===== src/rtl/branch_target_predictor.sv =====
// Branch target buffer with 2-bit saturating direction counters.
// Combinational lookup of the fetch PC, trained from the resolved branch
// in EX/MEM, plus saturating lookup/mispredict statistics for debug display.
module branch_target_predictor #(
  parameter int ADDR_W  = 16,
  parameter int ENTRIES = 16,
  parameter int IDX_W   = $clog2(ENTRIES),
  parameter int STAT_W  = 16
) (
  input  logic              i_clk,
  input  logic              i_rst,
  input  logic              i_bp_enable,
  input  logic              i_flush,
  input  logic [ADDR_W-1:0] i_if_pc,
  output logic              o_pred_hit,
  output logic              o_pred_taken,
  output logic [ADDR_W-1:0] o_pred_target,
  input  logic              i_upd_valid,
  input  logic [ADDR_W-1:0] i_upd_pc,
  input  logic              i_upd_taken,
  input  logic [ADDR_W-1:0] i_upd_target,
  input  logic              i_upd_pred_taken,
  input  logic [ADDR_W-1:0] i_upd_pred_target,
  output logic              o_mispredict,
  output logic [STAT_W-1:0] o_stat_lookups,
  output logic [STAT_W-1:0] o_stat_mispredicts
);

  localparam int TAG_W = ADDR_W - IDX_W;

  // Counter encoding: 00 strong NT, 01 weak NT, 10 weak T, 11 strong T.
  localparam logic [1:0] CTR_RESET = 2'b01;
  localparam logic [1:0] CTR_ALLOC = 2'b10;

  logic [ENTRIES-1:0] r_valid;
  logic [TAG_W-1:0]   r_tag    [ENTRIES];
  logic [ADDR_W-1:0]  r_target [ENTRIES];
  logic [1:0]         r_ctr    [ENTRIES];
  logic [STAT_W-1:0]  r_stat_lookups;
  logic [STAT_W-1:0]  r_stat_mispredicts;

  logic [IDX_W-1:0] w_if_idx;
  logic [TAG_W-1:0] w_if_tag;
  logic [IDX_W-1:0] w_upd_idx;
  logic [TAG_W-1:0] w_upd_tag;
  logic             w_if_hit;
  logic             w_upd_hit;
  logic [1:0]       w_upd_ctr;
  logic [1:0]       w_ctr_inc;
  logic [1:0]       w_ctr_dec;

  assign w_if_idx  = i_if_pc[IDX_W-1:0];
  assign w_if_tag  = i_if_pc[ADDR_W-1:IDX_W];
  assign w_upd_idx = i_upd_pc[IDX_W-1:0];
  assign w_upd_tag = i_upd_pc[ADDR_W-1:IDX_W];

  // Lookup reads register contents only, so a same-cycle update is not seen.
  always_comb begin
    w_if_hit      = r_valid[w_if_idx] && (r_tag[w_if_idx] == w_if_tag);
    o_pred_hit    = w_if_hit;
    o_pred_taken  = w_if_hit && r_ctr[w_if_idx][1] && i_bp_enable;
    o_pred_target = w_if_hit ? r_target[w_if_idx] : (i_if_pc + ADDR_W'(1));
  end

  // Resolve-side decode: hit check and saturating counter neighbours.
  always_comb begin
    w_upd_hit = r_valid[w_upd_idx] && (r_tag[w_upd_idx] == w_upd_tag);
    w_upd_ctr = r_ctr[w_upd_idx];
    w_ctr_inc = (w_upd_ctr == 2'b11) ? 2'b11 : (w_upd_ctr + 2'd1);
    w_ctr_dec = (w_upd_ctr == 2'b00) ? 2'b00 : (w_upd_ctr - 2'd1);
    o_mispredict = i_upd_valid &&
                   ((i_upd_taken != i_upd_pred_taken) ||
                    (i_upd_taken && (i_upd_target != i_upd_pred_target)));
  end

  // Entry training; flush only clears valid bits and swallows the update.
  always_ff @(posedge i_clk) begin
    if (i_rst) begin
      r_valid <= '0;
      for (int i = 0; i < ENTRIES; i++) begin
        r_tag[i]    <= '0;
        r_target[i] <= '0;
        r_ctr[i]    <= CTR_RESET;
      end
    end else if (i_flush) begin
      r_valid <= '0;
    end else if (i_upd_valid) begin
      if (w_upd_hit) begin
        if (i_upd_taken) begin
          r_ctr[w_upd_idx]    <= w_ctr_inc;
          r_target[w_upd_idx] <= i_upd_target;
        end else begin
          r_ctr[w_upd_idx] <= w_ctr_dec;
        end
      end else if (i_upd_taken) begin
        r_valid[w_upd_idx]  <= 1'b1;
        r_tag[w_upd_idx]    <= w_upd_tag;
        r_target[w_upd_idx] <= i_upd_target;
        r_ctr[w_upd_idx]    <= CTR_ALLOC;
      end
    end
  end

  // Saturating statistics; they count resolved branches even across a flush.
  always_ff @(posedge i_clk) begin
    if (i_rst) begin
      r_stat_lookups     <= '0;
      r_stat_mispredicts <= '0;
    end else begin
      if (i_upd_valid && (r_stat_lookups != '1))
        r_stat_lookups <= r_stat_lookups + STAT_W'(1);
      if (o_mispredict && (r_stat_mispredicts != '1))
        r_stat_mispredicts <= r_stat_mispredicts + STAT_W'(1);
    end
  end

  assign o_stat_lookups     = r_stat_lookups;
  assign o_stat_mispredicts = r_stat_mispredicts;

endmodule


===== config.mk =====
export PLATFORM = sky130hd
export DESIGN_NAME = branch_target_predictor
export DESIGN_NICKNAME = d
export VERILOG_FILES = /design/src/rtl/branch_target_predictor.sv
export SDC_FILE = /design/constraint.sdc
export NUM_CORES = 1
export LEC_CHECK = 0
export BUFFER_PORTS_ARGS = -buffer_cell sky130_fd_sc_hd__buf_2
export CAP_MARGIN = 30
export CORE_MARGIN = 10
export CORE_UTILIZATION = 25
export CTS_BUF_LIST = sky130_fd_sc_hd__clkbuf_16
export DETAILED_ROUTE_END_ITERATION = 12
export GPL_TIMING_DRIVEN = 0
export MAX_ROUTING_LAYER = met4
export PLACE_DENSITY = 0.44
export SETUP_SLACK_MARGIN = 0.05
export SYNTH_ARGS = -nofsm -noshare
export SYNTH_HDL_FRONTEND = slang
export SYNTH_SLANG_ARGS = --single-unit

===== constraint.sdc =====
create_clock -name i_clk -period 5.55 [get_ports i_clk]
set_clock_uncertainty 0.15 [all_clocks]
set_input_delay 0.8325 -clock i_clk [delete_from_list [all_inputs] [get_ports i_clk]]
set_output_delay 0.8325 -clock i_clk [all_outputs]
set_load 0.05 [all_outputs]

==> PnR_summary.wiki <==
{| class="wikitable"
! Metric !! Value
|-
| Outcome || finished clean
|-
| Critical path required time || 4.57 ns
|-
| Clock buffers created by TritonCTS || 67
|-
| Sequential-to-total area share from yosys stat || 0.5701
|-
| Count of cell instances traversed by the critical path || 12
|-
| Post-Syn Area || 0.02697 mm2
|-
| Post-detailed-route count of antenna-violating nets || 0
|-
| Clock tree from TritonCTS || built
|-
| Biggest cell delay along the critical path || 0.54 ns
|-
| Cell with the largest stage delay on the worst path || sky130_fd_sc_hd__clkdlybuf4s15_2
|-
| Post-Syn Instances || 1871
|-
| Via count of the routed design || 17280
|-
| Clock transition at the register clock pins on the worst setup and hold paths after CTS || 0.05 ns
|-
| Post-Syn Nets || 1945
|-
| Category of the worst setup path capture point || primary output
|-
| Post-route minimum period || 5.374 ns
|-
| Number of buffer cells added on primary ports || 112
|-
| Latest clock arrival within the worst-skew pair || 0.62 ns
|-
| Crit path max-delay family || buffers and inverters
|-
| Setup slack, reg-to-reg || 1.14 ns
|-
| Worst setup path startpoint || i_if_pc[1]
|-
| Number of enable flip-flop cells after synthesis || 480
|-
| Power Density || 314.4 mW/mm2
|-
| Layout-stage area growth over the synthesis result || 17.89%
|-
| Post-synthesis cell type count || 58
|-
| DRC Markers || 0
|-
| Weighted congestion at the end of routability-driven global placement || 0.8254
|-
| Headroom to the max-slew limit || 0.2853
|-
| Area taken by multi-input logic gates || 0.01085 mm2
|-
| Critical path cell sequence || buf_2 -> clkdlybuf4s15_2 -> buf_4 -> mux4_2 -> mux2i_2 -> a21oi_1 -> xor2_1 -> nor4_2 -> nand4_4 -> buf_4 -> mux2_1 -> buf_2
|-
| Final number of setup-violating endpoints || 0
|-
| Fraction of layout cells with a size suffix above 1 || 0.2574
|-
| Number of cells on the worst reg-to-reg path || 9
|-
| Number of iterations in the first detailed-routing pass || 5
|-
| Largest net degree at the start of global routing || 17
|-
| Antenna violations before repair || 5
|-
| Leading cell types in the layout, fill and taps excluded || sky130_fd_sc_hd__edfxtp_1 (480), sky130_fd_sc_hd__and2_1 (401), sky130_fd_sc_hd__mux4_2 (201)
|-
| Seq cells post-synth || 528
|-
| Fin crit share || 0.9683
|-
| Top fanout value on the critical path || 10
|-
| Worst setup slack after layout || 0.1762 ns
|-
| Starting density of the core || 0.2519
|-
| Longest Clk Path Bufs || 3
|-
| Die Area || 0.1214 mm2
|-
| Global route total overflow || 0
|-
| Leading cell type in the layout, fill and taps excluded || sky130_fd_sc_hd__edfxtp_1
|-
| Standard-cell rows || 120
|-
| Overall die width || 348.5 um
|-
| End point of the critical path || o_pred_target[8]
|-
| DPL Wire Length || 67880 um
|-
| Post-synth ARST share || 0
|-
| Max H-tree Level || 3
|-
| Measured slew at the worst slew-check pin || 1.068 ns
|-
| Achievable Freq || 186.1 MHz
|-
| Class of the tightest hold or removal check || reg2reg
|-
| Worst vdd rail ir drop || 0.0001742 V
|-
| Worst-case setup slack after placement || -1.267 ns
|-
| Worst setup path class || in2out
|-
| Ratio of routed vias to standard cells || 4.901
|-
| Setup repair after global routing missed its margin || no
|-
| Final-report max-slew violation count || 0
|-
| Reg-to-Reg End || r_tag[12][10]
|-
| Number of top-level pins || 122
|-
| Die Y || 348.5 um
|-
| Fill count || 10790
|-
| Mean cell area of the mapped netlist || 14.42 um2
|-
| Fin area || 0.03180 mm2
|-
| Vias in the first global route || 17840
|-
| Number of clock sinks seen by CTS || 528
|-
| Area taken by flip-flops and latches || 0.01537 mm2
|-
| Post-Route Setup TNS || 0 ns
|-
| FF-to-FF Start || r_tag[7][0]
|-
| Net count of the finished layout || 2143
|-
| Flip-flop cell with the highest count after synthesis || sky130_fd_sc_hd__edfxtp_1
|-
| Total wire length || 94060 um
|-
| Reported leakage power || 10.89 nW
|-
| Kind of launch point of the worst setup path || input port
|-
| CP arrival || 4.39 ns
|-
| Total track usage || 0.1561
|-
| Warnings, synthesis || 0
|-
| Total placed instance area || 0.02947 mm2
|-
| Root cell of the clock tree || sky130_fd_sc_hd__clkbuf_16
|-
| Final routed wire length divided by cell count || 26.68 um
|-
| Worst Path Buf+Inv || 5
|-
| Starting DRT DRC Count || 1413
|-
| Max-cap violations || 0
|-
| Core area || 0.1071 mm2
|-
| Final Hold Fails || 0
|-
| First-pass GRT wire length || 133000 um
|}
## worst min path at each step
| stage | start | end | slack, ns | cells after the start |
|---|---|---|---|---|
| finish | r_valid[8] | r_valid[8] | 0.33 | 1 |
| global placement | r_valid[3] | r_valid[3] | 0.30 | 1 |
| global route | r_valid[3] | r_valid[3] | 0.35 | 1 |
| detailed placement | r_valid[5] | r_valid[5] | 0.32 | 1 |
| floorplan | r_valid[14] | r_valid[14] | 0.29 | 1 |
| CTS | r_valid[5] | r_valid[5] | 0.33 | 1 |
## sequential cells by signal (all words and copies together) (netlist names)
name / cells
o_stat_mispredicts: 16
r_target: 256
r_tag: 192
r_valid: 16
r_ctr: 32
o_stat_lookups: 16
## per-layer routing
layer  track usage  wire [um]  up-vias
li1              -          -     7524
met1        0.2088      42380     9026
met2        0.2460      44290      597
met3       0.02472       5080      130
met4       0.03936       2312        0
met5             -          0        -
## cell type report
class | count | share of cell area
Antenna cell | 1 | 0.00007870
Buffer | 172 | 0.02452
Clock buffer | 68 | 0.05352
Clock inverter | 53 | 0.01480
Inverter | 19 | 0.002243
Multi-Input combinational cell | 1152 | 0.3411
Sequential cell | 528 | 0.4835
Tap cell | 1403 | 0.05521
Timing Repair Buffer | 129 | 0.02495
## cell families after synthesis
kind of cell,share of synthesized area
simple gates,0.1538
buf+inv,0.02923
mux,0.1935
flops,0.5700
compound gates,0.02705
fa+ha+maj,0.001392
xor+xnor,0.02500
## power breakdown
group          internal, W  leakage, nW  total (W)  switching [W]
Sequential         0.00451         4.92    0.00458      0.0000707
Clock              0.00254         1.12    0.00435        0.00181
Combinational     0.000403         4.85    0.00106       0.000657
## what timing repair did
action                                  CTS  global route
pin swaps                                 1             1
hold buffers                              0             0
endpoints found under the hold margin     0             0
endpoints found under the setup margin   18            16
gates resized for setup                  33            10
buffers inserted                          1             0
## Yosys cell counts (3+ instances only)
master | n | area (um2)
sky130_fd_sc_hd__ha_1 | 3 | 37.54
sky130_fd_sc_hd__buf_1 | 18 | 67.56
sky130_fd_sc_hd__nand2_1 | 26 | 97.59
sky130_fd_sc_hd__inv_1 | 16 | 60.06
sky130_fd_sc_hd__mux4_2 | 201 | 4527
sky130_fd_sc_hd__buf_4 | 7 | 52.55
sky130_fd_sc_hd__nor2b_1 | 9 | 56.30
sky130_fd_sc_hd__dfxtp_1 | 48 | 960.9
sky130_fd_sc_hd__mux2i_1 | 41 | 410.4
sky130_fd_sc_hd__xnor2_1 | 54 | 473.0
sky130_fd_sc_hd__nand2b_1 | 4 | 25.02
sky130_fd_sc_hd__nor3_1 | 20 | 100.1
sky130_fd_sc_hd__and3_1 | 4 | 25.02
sky130_fd_sc_hd__a211oi_1 | 7 | 52.55
sky130_fd_sc_hd__clkbuf_1 | 121 | 454.2
sky130_fd_sc_hd__o21ai_0 | 12 | 60.06
sky130_fd_sc_hd__nand4_1 | 11 | 68.82
sky130_fd_sc_hd__a221oi_1 | 4 | 35.03
sky130_fd_sc_hd__nand3_1 | 30 | 150.1
sky130_fd_sc_hd__mux2_1 | 7 | 78.83
sky130_fd_sc_hd__a21o_1 | 24 | 180.2
sky130_fd_sc_hd__o2111ai_1 | 3 | 26.28
sky130_fd_sc_hd__a31oi_1 | 3 | 18.77
sky130_fd_sc_hd__o211ai_1 | 6 | 45.04
sky130_fd_sc_hd__a21oi_1 | 20 | 100.1
sky130_fd_sc_hd__nor4_1 | 71 | 444.2
sky130_fd_sc_hd__o21bai_1 | 8 | 60.06
sky130_fd_sc_hd__or3_1 | 11 | 68.82
sky130_fd_sc_hd__o22ai_1 | 4 | 25.02
sky130_fd_sc_hd__edfxtp_1 | 480 | 14410
sky130_fd_sc_hd__mux2_2 | 18 | 202.7
sky130_fd_sc_hd__or2_2 | 36 | 225.2
sky130_fd_sc_hd__nor2_1 | 62 | 232.7
sky130_fd_sc_hd__or3b_1 | 8 | 70.07
sky130_fd_sc_hd__and2_1 | 401 | 2509
sky130_fd_sc_hd__xor2_1 | 23 | 201.4
sky130_fd_sc_hd__buf_2 | 24 | 120.1
## metrics by stage
stage,power [W],hold WS (ns),utilization,cells
CTS,0.01009,0.3292,0.2965,3521
floorplan,0.005257,0.2881,-,1871
global route,0.01031,0.3547,0.2970,3524
detailed placement,0.005727,0.3160,0.2753,3399
finish,0.009996,0.3332,0.2970,3525
global placement,0.005699,0.2977,0.2736,3386
Power figures use the tool's default switching activity.
